$ cat config.mk
export PLATFORM = sky130hd
export DESIGN_NAME = load_store_unit
export DESIGN_NICKNAME = d
export VERILOG_FILES = /design/src/rtl/lsu_pkg.sv /design/src/rtl/lsu_align.sv /design/src/rtl/load_store_unit.sv
export SDC_FILE = /design/constraint.sdc
export NUM_CORES = 1
export LEC_CHECK = 0
export ABC_AREA = 1
export CORE_MARGIN = 1
export CORE_UTILIZATION = 53
export DETAILED_ROUTE_END_ITERATION = 10
export PLACE_DENSITY_LB_ADDON = 0.08
export SYNTH_ARGS = -nofsm -noshare
export SYNTH_HDL_FRONTEND = slang
export SYNTH_SLANG_ARGS = --single-unit
$ cat constraint.sdc
create_clock -name clk -period 2.2 [get_ports clk]
set_clock_uncertainty 0.05 [all_clocks]
set_input_delay 0.33 -clock clk [delete_from_list [all_inputs] [get_ports clk]]
set_output_delay 0.33 -clock clk [all_outputs]
set_load 0.02 [all_outputs]
$ cat src/rtl/lsu_pkg.sv
// Shared definitions for the load/store unit: FSM states, access size codes,
// and the alignment rule used to reject requests.
package lsu_pkg;

    localparam int DATA_W = 32;

    typedef enum logic [2:0] {
        IDLE    = 3'd0,
        RD      = 3'd1,
        RD_WAIT = 3'd2,
        WR      = 3'd3,
        RESP    = 3'd4
    } lsu_state_t;

    localparam logic [1:0] SZ_BYTE = 2'b00;
    localparam logic [1:0] SZ_HALF = 2'b01;
    localparam logic [1:0] SZ_WORD = 2'b10;
    localparam logic [1:0] SZ_ILL  = 2'b11;

    // Illegal size or a lane offset that does not fit the access size.
    function automatic logic size_err(input logic [1:0] size, input logic [1:0] off);
        logic err;
        case (size)
            SZ_BYTE: err = 1'b0;
            SZ_HALF: err = off[0];
            SZ_WORD: err = (off != 2'b00);
            default: err = 1'b1;
        endcase
        return err;
    endfunction

endpackage

$ cat src/rtl/lsu_align.sv
// Lane steering: extracts/extends sub-word load data and merges store data
// into a memory word (little-endian lanes).
module lsu_align
    import lsu_pkg::*;
(
    input  logic [1:0]        size_i,
    input  logic              signed_i,
    input  logic [1:0]        offset_i,
    input  logic [DATA_W-1:0] mem_word_i,
    input  logic [DATA_W-1:0] store_data_i,
    output logic [DATA_W-1:0] load_data_o,
    output logic [DATA_W-1:0] merged_o
);

    logic [7:0]  byte_s;
    logic [15:0] half_s;

    // Load path: pick the addressed lanes, then zero- or sign-extend.
    always_comb begin
        byte_s      = 8'd0;
        half_s      = 16'd0;
        load_data_o = mem_word_i;
        case (offset_i)
            2'd0:    byte_s = mem_word_i[7:0];
            2'd1:    byte_s = mem_word_i[15:8];
            2'd2:    byte_s = mem_word_i[23:16];
            2'd3:    byte_s = mem_word_i[31:24];
            default: byte_s = 8'd0;
        endcase
        if (offset_i[1]) begin
            half_s = mem_word_i[31:16];
        end else begin
            half_s = mem_word_i[15:0];
        end
        case (size_i)
            SZ_BYTE: load_data_o = {{24{signed_i & byte_s[7]}}, byte_s};
            SZ_HALF: load_data_o = {{16{signed_i & half_s[15]}}, half_s};
            default: load_data_o = mem_word_i;
        endcase
    end

    // Store path: replace only the addressed lanes of the old word.
    always_comb begin
        merged_o = mem_word_i;
        case (size_i)
            SZ_BYTE: begin
                case (offset_i)
                    2'd0:    merged_o[7:0]   = store_data_i[7:0];
                    2'd1:    merged_o[15:8]  = store_data_i[7:0];
                    2'd2:    merged_o[23:16] = store_data_i[7:0];
                    2'd3:    merged_o[31:24] = store_data_i[7:0];
                    default: merged_o        = mem_word_i;
                endcase
            end
            SZ_HALF: begin
                if (offset_i[1]) begin
                    merged_o[31:16] = store_data_i[15:0];
                end else begin
                    merged_o[15:0]  = store_data_i[15:0];
                end
            end
            SZ_WORD: merged_o = store_data_i;
            default: merged_o = mem_word_i;
        endcase
    end

endmodule

$ cat src/rtl/load_store_unit.sv
// Load/store unit fronting a synchronous single-port word memory; sub-word
// stores are done as read-modify-write.
module load_store_unit
    import lsu_pkg::*;
#(
    parameter int ADDR_W = 8,
    parameter int DATA_W = 32
) (
    input  logic              clk,
    input  logic              rst,
    input  logic              req_valid,
    output logic              req_ready,
    input  logic              req_we,
    input  logic [1:0]        req_size,
    input  logic              req_signed,
    input  logic [ADDR_W+1:0] req_addr,
    input  logic [DATA_W-1:0] req_wdata,
    output logic              resp_valid,
    output logic [DATA_W-1:0] resp_rdata,
    output logic              resp_err,
    output logic              mem_we,
    output logic [ADDR_W-1:0] mem_addr,
    output logic [DATA_W-1:0] mem_din,
    input  logic [DATA_W-1:0] mem_dout
);

    lsu_state_t        state_q, state_d;
    logic              we_q, we_d;
    logic [1:0]        size_q, size_d;
    logic              signed_q, signed_d;
    logic [ADDR_W+1:0] addr_q, addr_d;
    logic [DATA_W-1:0] wdata_q, wdata_d;
    logic [DATA_W-1:0] data_q, data_d;
    logic              resp_valid_q, resp_valid_d;
    logic              resp_err_q, resp_err_d;
    logic [DATA_W-1:0] resp_rdata_q, resp_rdata_d;

    logic              accept_s;
    logic              err_s;
    logic [DATA_W-1:0] load_data_s;
    logic [DATA_W-1:0] merged_s;

    assign accept_s = req_valid & req_ready;
    assign err_s    = size_err(req_size, req_addr[1:0]);

    lsu_align u_align (
        .size_i       (size_q),
        .signed_i     (signed_q),
        .offset_i     (addr_q[1:0]),
        .mem_word_i   (mem_dout),
        .store_data_i (wdata_q),
        .load_data_o  (load_data_s),
        .merged_o     (merged_s)
    );

    // State and datapath registers; reset wins over any handshake.
    always_ff @(posedge clk) begin
        if (rst) begin
            state_q      <= IDLE;
            we_q         <= 1'b0;
            size_q       <= 2'b00;
            signed_q     <= 1'b0;
            addr_q       <= {(ADDR_W+2){1'b0}};
            wdata_q      <= {DATA_W{1'b0}};
            data_q       <= {DATA_W{1'b0}};
            resp_valid_q <= 1'b0;
            resp_err_q   <= 1'b0;
            resp_rdata_q <= {DATA_W{1'b0}};
        end else begin
            state_q      <= state_d;
            we_q         <= we_d;
            size_q       <= size_d;
            signed_q     <= signed_d;
            addr_q       <= addr_d;
            wdata_q      <= wdata_d;
            data_q       <= data_d;
            resp_valid_q <= resp_valid_d;
            resp_err_q   <= resp_err_d;
            resp_rdata_q <= resp_rdata_d;
        end
    end

    // Next-state sequencing.
    always_comb begin
        state_d = state_q;
        case (state_q)
            IDLE: begin
                if (accept_s) begin
                    if (err_s) begin
                        state_d = RESP;
                    end else if (req_we && (req_size == SZ_WORD)) begin
                        state_d = WR;
                    end else begin
                        state_d = RD;
                    end
                end else begin
                    state_d = IDLE;
                end
            end
            RD:      state_d = RD_WAIT;
            RD_WAIT: begin
                if (we_q) begin
                    state_d = WR;
                end else begin
                    state_d = RESP;
                end
            end
            WR:      state_d = RESP;
            RESP:    state_d = IDLE;
            default: state_d = IDLE;
        endcase
    end

    // Request capture, RMW word capture and response register loading.
    always_comb begin
        if (accept_s) begin
            we_d     = req_we;
            size_d   = req_size;
            signed_d = req_signed;
            addr_d   = req_addr;
            wdata_d  = req_wdata;
        end else begin
            we_d     = we_q;
            size_d   = size_q;
            signed_d = signed_q;
            addr_d   = addr_q;
            wdata_d  = wdata_q;
        end
        if (state_q == RD_WAIT) begin
            data_d = merged_s;
        end else begin
            data_d = data_q;
        end
        // Response registers are only non-zero in the single RESP cycle.
        resp_valid_d = (state_d == RESP);
        resp_err_d   = accept_s & err_s;
        if ((state_q == RD_WAIT) && !we_q) begin
            resp_rdata_d = load_data_s;
        end else begin
            resp_rdata_d = {DATA_W{1'b0}};
        end
    end

    // Memory port and handshake outputs decoded from the current state.
    always_comb begin
        req_ready = (state_q == IDLE);
        mem_we    = 1'b0;
        mem_addr  = {ADDR_W{1'b0}};
        mem_din   = {DATA_W{1'b0}};
        case (state_q)
            RD, RD_WAIT: begin
                mem_addr = addr_q[ADDR_W+1:2];
            end
            WR: begin
                mem_we   = 1'b1;
                mem_addr = addr_q[ADDR_W+1:2];
                if (size_q == SZ_WORD) begin
                    mem_din = wdata_q;
                end else begin
                    mem_din = data_q;
                end
            end
            default: begin
                mem_we   = 1'b0;
                mem_addr = {ADDR_W{1'b0}};
                mem_din  = {DATA_W{1'b0}};
            end
        endcase
    end

    assign resp_valid = resp_valid_q;
    assign resp_err   = resp_err_q;
    assign resp_rdata = resp_rdata_q;

endmodule

# Word level (Yosys, flattened, before mapping)

Cells that the tools add are included.

Equality and inequality tests: 11
Mux-type cells: 20
Bitwise gates (word level): 5
Reduce and logical (&&, ||, !) cells: 10

Operators by type and width:

| operator                                            | number |
|---|---|
| one-hot mux 32 bit (3 select lines)                 | 1 |
| 2-to-1 mux 32 bit                                   | 2 |
| one-hot mux 32 bit (2 select lines)                 | 1 |
| 2-to-1 mux 16 bit                                   | 3 |
| 2-to-1 mux 8 bit                                    | 5 |
| one-hot mux 8 bit (4 select lines)                  | 1 |
| one-hot mux 3 bit (4 select lines)                  | 1 |
| 2-to-1 mux 3 bit                                    | 3 |
| equality test 2 bit, second input constant          | 4 |
| equality test 2 x 1 -> 1 bit, second input constant | 3 |
| equality test 3 x 2 -> 1 bit, second input constant | 2 |
| zero test 2 bit                                     | 3 |
| AND 1 bit                                           | 4 |
| equality test 3 x 1 -> 1 bit, second input constant | 1 |
| equality test 3 bit, second input constant          | 1 |
| zero test 3 bit                                     | 1 |
| one-hot mux 1 bit (3 select lines)                  | 1 |
| OR reduction 3 bit                                  | 1 |
| logical AND 1 bit                                   | 2 |
| 2-to-1 mux 2 bit                                    | 1 |
| nonzero test 2 bit                                  | 1 |
| OR reduction 2 bit                                  | 1 |
| zero test 1 bit                                     | 1 |
| 2-to-1 mux 1 bit                                    | 1 |
| inverter 1 bit                                      | 1 |

Register bits after elaboration: 115
Bits of input ports: 81
Output and inout bits: 76
Word-level logic and storage cells: 56

# Longest topological paths before layout

Depth after elaboration: 7
Mapped depth: 11
Mapped depth without buffers: 9

# By module

A second synthesis with hierarchy kept.

Cell total of the unflattened synthesis: 934
Area total of the unflattened synthesis: 5935.7 um^2

Modules (own cells, without submodules):

| module          | instances | cells an instance | area an instance (um^2) | seq. area each (um^2) |
|---|---|---|---|---|
| load_store_unit | 1         | 561               | 4272.8                  | 2302.2 |
| lsu_align       | 1         | 373               | 1662.8                  | 0.0 |

# Worst setup path before layout

No wires, ideal clock.

Path kind: reg-to-output
From: register state_q[0]
To: output mem_din[11]
Arrival time: 1.409 ns
Required time: 1.820 ns
Setup slack: 0.411 ns
Stages on the path, launching flop included: 6
Path buffers: 1
Cell sequence: dfxtp_1 inv_2 nor2_4 inv_2 clkbuf_1 a21oi_1

Word-level cells in the longest chain between the ends: 2

Ends and longest elaborated chain:

| what                         | line                   | RTL |
|---|---|---|
| start: declaration           | load_store_unit.sv:27  | `lsu_state_t state_q, state_d;` |
| start signal: assignment     | load_store_unit.sv:70  | `state_q <= state_d;` |
| equality test 3 x 2 -> 1 bit | load_store_unit.sv:150 | `case (state_q)` |
| 2-to-1 mux 32 bit            | load_store_unit.sv:150 |  |
| end: declaration             | load_store_unit.sv:23  | `output logic [DATA_W-1:0] mem_din,` |

No other way between the ends.

# Worst setup path in the final report

From: register state_q[2]
To: output mem_din[0]

The elaborated chain is that of the path after synthesis.

==> impl_metrics.tcl <==
set metrics [dict create \
    setup_violations 0 \
    die_y_um 110 \
    timing.critical_path.from "state_q[2]$_SDFF_PP0_" \
    hp-class "reg -> reg" \
    die_w_um 110 \
    grt_max_degree 46 \
    syn_nets 1051 \
    path_clk_slew_ps 50 \
    clockBufferDepth 2 \
    dr.first_iter.drc_count 681 \
    antenna_found_initial 0 \
    via_per_inst 5.56 \
    grt_usage_pct 32.3 \
    n_antenna_cell 0 \
    final_core_util_pct 74.9 \
    grt_pass1_wl_um 29800 \
    fillers 919 \
    final_cell_mix "nand2_1 (256), a21oi_1 (131), dfxtp_1 (115)" \
    relSlewSlack_pct 60.1 \
    drt_wl_total_um 19300 \
    synth.cell_area_sq_um 6140 \
    pin_count 157 \
    outcome "finished, final reports clean" \
    power_density_nw_per_um2 734 \
    ir_drop_uv 402 \
    cp-end-kind "output pin" \
    holdPathEnd "addr_q[5]$_SDFFE_PP0N_" \
    p_leak_nw 3.76 \
    hold_violations 0 \
    r2r_slack_ps 310 \
    layout_commonest_cell "nand2_1" \
    synth-seq-area-share_pct 37.5 \
    yosysUniqueCellTypes 28 \
    critPathKind "reg -> out" \
    first_pass_iters 6 \
    coreArea_sq_um 11100 \
    dr_total_vias 7037 \
    clkLatencyLatePin_ps 410 \
    rr_startpoint "size_q[1]$_SDFFE_PP0N_" \
    final_nets 1195 \
    hold_depth 2 \
    critical_path_arrival_ps 1740 \
    num_rows 38 \
    grtUsageMet2_pct 48.4 \
    syn_area_per_cell_sq_um 6.33 \
    grt.busiest_layer "met2" \
    antenna_left 0 \
    reg2reg_depth 9 \
    gp_congestion 0.912 \
    area_delta_synth_final_pct 35.0 \
    r2r_end "data_q[5]$_SDFFE_PP0N_" \
    grtUsageMet3_pct 5.63 \
    synthCells 970 \
    wl_per_cell_um 15.2 \
    met1_usage_pct 44.4 \
    grt_overflow 0 \
    yosys_warnings 0 \
    maxSlewViolCount 0 \
    critPathLaunchType "register" \
    crit_fanout 4 \
    first_global_vias 5932 \
    fin_crit_ps 2120 \
    final.setup.tns_ps 0 \
    cap_violations 0 \
    max_freq_mhz 471 \
    dieArea_sq_um 12000 \
    cts.sink_count 115 \
    drc 0 \
    dp_hpwl_um 13600 \
    layout-drive-gt1-share_pct 10.7 \
    hp-start "addr_q[5]$_SDFFE_PP0N_" \
    root_buffer "clkbuf_16" \
    crit_required_ps 1820 \
    io_buffers 156 \
    cts_tree "done" \
    cts_buffers 17 \
    htreeDepth 4 \
    start_util_pct 55.5 \
    period_share_pct 96.4 \
    tightest_slew_ps 597 \
    yosys_register_bits 115 \
]
[synthesized netlist by cell type]
| library cell | instances | area share, % |
|---|---|---|
| a21oi_1 | 133 | 11 |
| a21oi_2 | 3 | 0.43 |
| a22oi_1 | 2 | 0.24 |
| a31oi_1 | 8 | 0.81 |
| buf_1 | 3 | 0.18 |
| buf_2 | 30 | 2.4 |
| buf_4 | 5 | 0.61 |
| buf_6 | 3 | 0.55 |
| clkbuf_1 | 20 | 1.2 |
| dfxtp_1 | 115 | 37 |
| inv_1 | 99 | 6.0 |
| inv_2 | 11 | 0.67 |
| nand2_1 | 256 | 16 |
| nand2_2 | 2 | 0.20 |
| nand3_1 | 92 | 7.5 |
| nand3_2 | 2 | 0.33 |
| nand3_4 | 1 | 0.29 |
| nand4_1 | 18 | 1.8 |
| nor2_1 | 76 | 4.6 |
| nor2_2 | 3 | 0.31 |
| nor2_4 | 2 | 0.37 |
| nor3_1 | 2 | 0.16 |
| nor3_2 | 1 | 0.16 |
| nor3_4 | 1 | 0.26 |
| o21ai_0 | 77 | 6.3 |
| o21ai_1 | 2 | 0.16 |
| o21bai_1 | 2 | 0.24 |
| o31ai_1 | 1 | 0.12 |
[how the worst max path moves through the flow]
stage          slack (ps)           to  depth (start not counted)
2_1_floorplan         410  mem_din[11]                          5
3_3_place_gp          180  mem_din[14]                          6
3_5_place_dp          130  mem_din[18]                          6
4_1_cts                20   mem_din[2]                          7
5_1_grt              -0.6  mem_din[12]                          6
6_report               80   mem_din[0]                          7
[flip-flops by register name, indices dropped and copies added (netlist names)]
| name | flops |
|---|---|
| we_q | 1 |
| data_q | 32 |
| resp_valid | 1 |
| resp_err | 1 |
| size_q | 2 |
| wdata_q | 32 |
| state_q | 3 |
| addr_q | 10 |
| resp_rdata | 32 |
| signed_q | 1 |
[power by group]
part           switching (W)  internal (W)  total (W)
clock network       0.000961       0.00171    0.00267
logic               0.000720      0.000431    0.00115
registers          0.0000811       0.00219    0.00227
[final cells by class]
| cell class | instances | area [sq um] | share of cell area [%] |
|---|---|---|---|
| Clock buffer | 21 | 460 | 5.55 |
| Tap cell | 140 | 175 | 2.11 |
| Multi-Input combinational cell | 684 | 3150 | 38.0 |
| Inverter | 110 | 415 | 5.01 |
| Timing Repair Buffer | 186 | 1680 | 20.2 |
| Sequential cell | 115 | 2300 | 27.8 |
| Clock inverter | 10 | 109 | 1.31 |
[layer usage]
| layer | part of all wire (%) | vias up |
|---|---|---|
| met5 | 0 | - |
| met4 | 3.9 | 0 |
| met3 | 11 | 51 |
| met2 | 43 | 455 |
| met1 | 42 | 3106 |
| li1 | - | 3425 |
[what timing repair did]
action                     CTS  global route
pin swaps                    0             2
setup endpoints to repair   41            40
setup buffers                0             2
resized for setup           58            59
hold buffers                 0             0
[cells by family after synthesis]
| group | after synthesis | synth area share [%] |
|---|---|---|
| AOI/OAI and AO/OA | 228 | 19.1 |
| buffers and inverters | 171 | 11.7 |
| DFF | 115 | 37.5 |
| and+or+nand+nor | 456 | 31.7 |
[critical path, stage by stage, from the launching register on]
cell     delay, ps
dfxtp_1        350
inv_2           90
nand2_2        100
nor2_4         180
buf_4          140
o21ai_0         90
a21oi_2        180
buf_2          200
[stage by stage]
stage	hold WS [ps]	area [sq um]	instances	power [W]	setup WS, ps
after floorplan	380	6140	970	0.00301	411
after detailed placement	396	7800	1233	0.00342	132
after CTS	405	8360	1264	0.00606	16.3
after global routing	421	8290	1266	0.00633	-0.599
final	403	8290	1266	0.00609	78.6
after global placement	395	7800	1233	0.00340	179
Power figures use the tool's default switching activity.
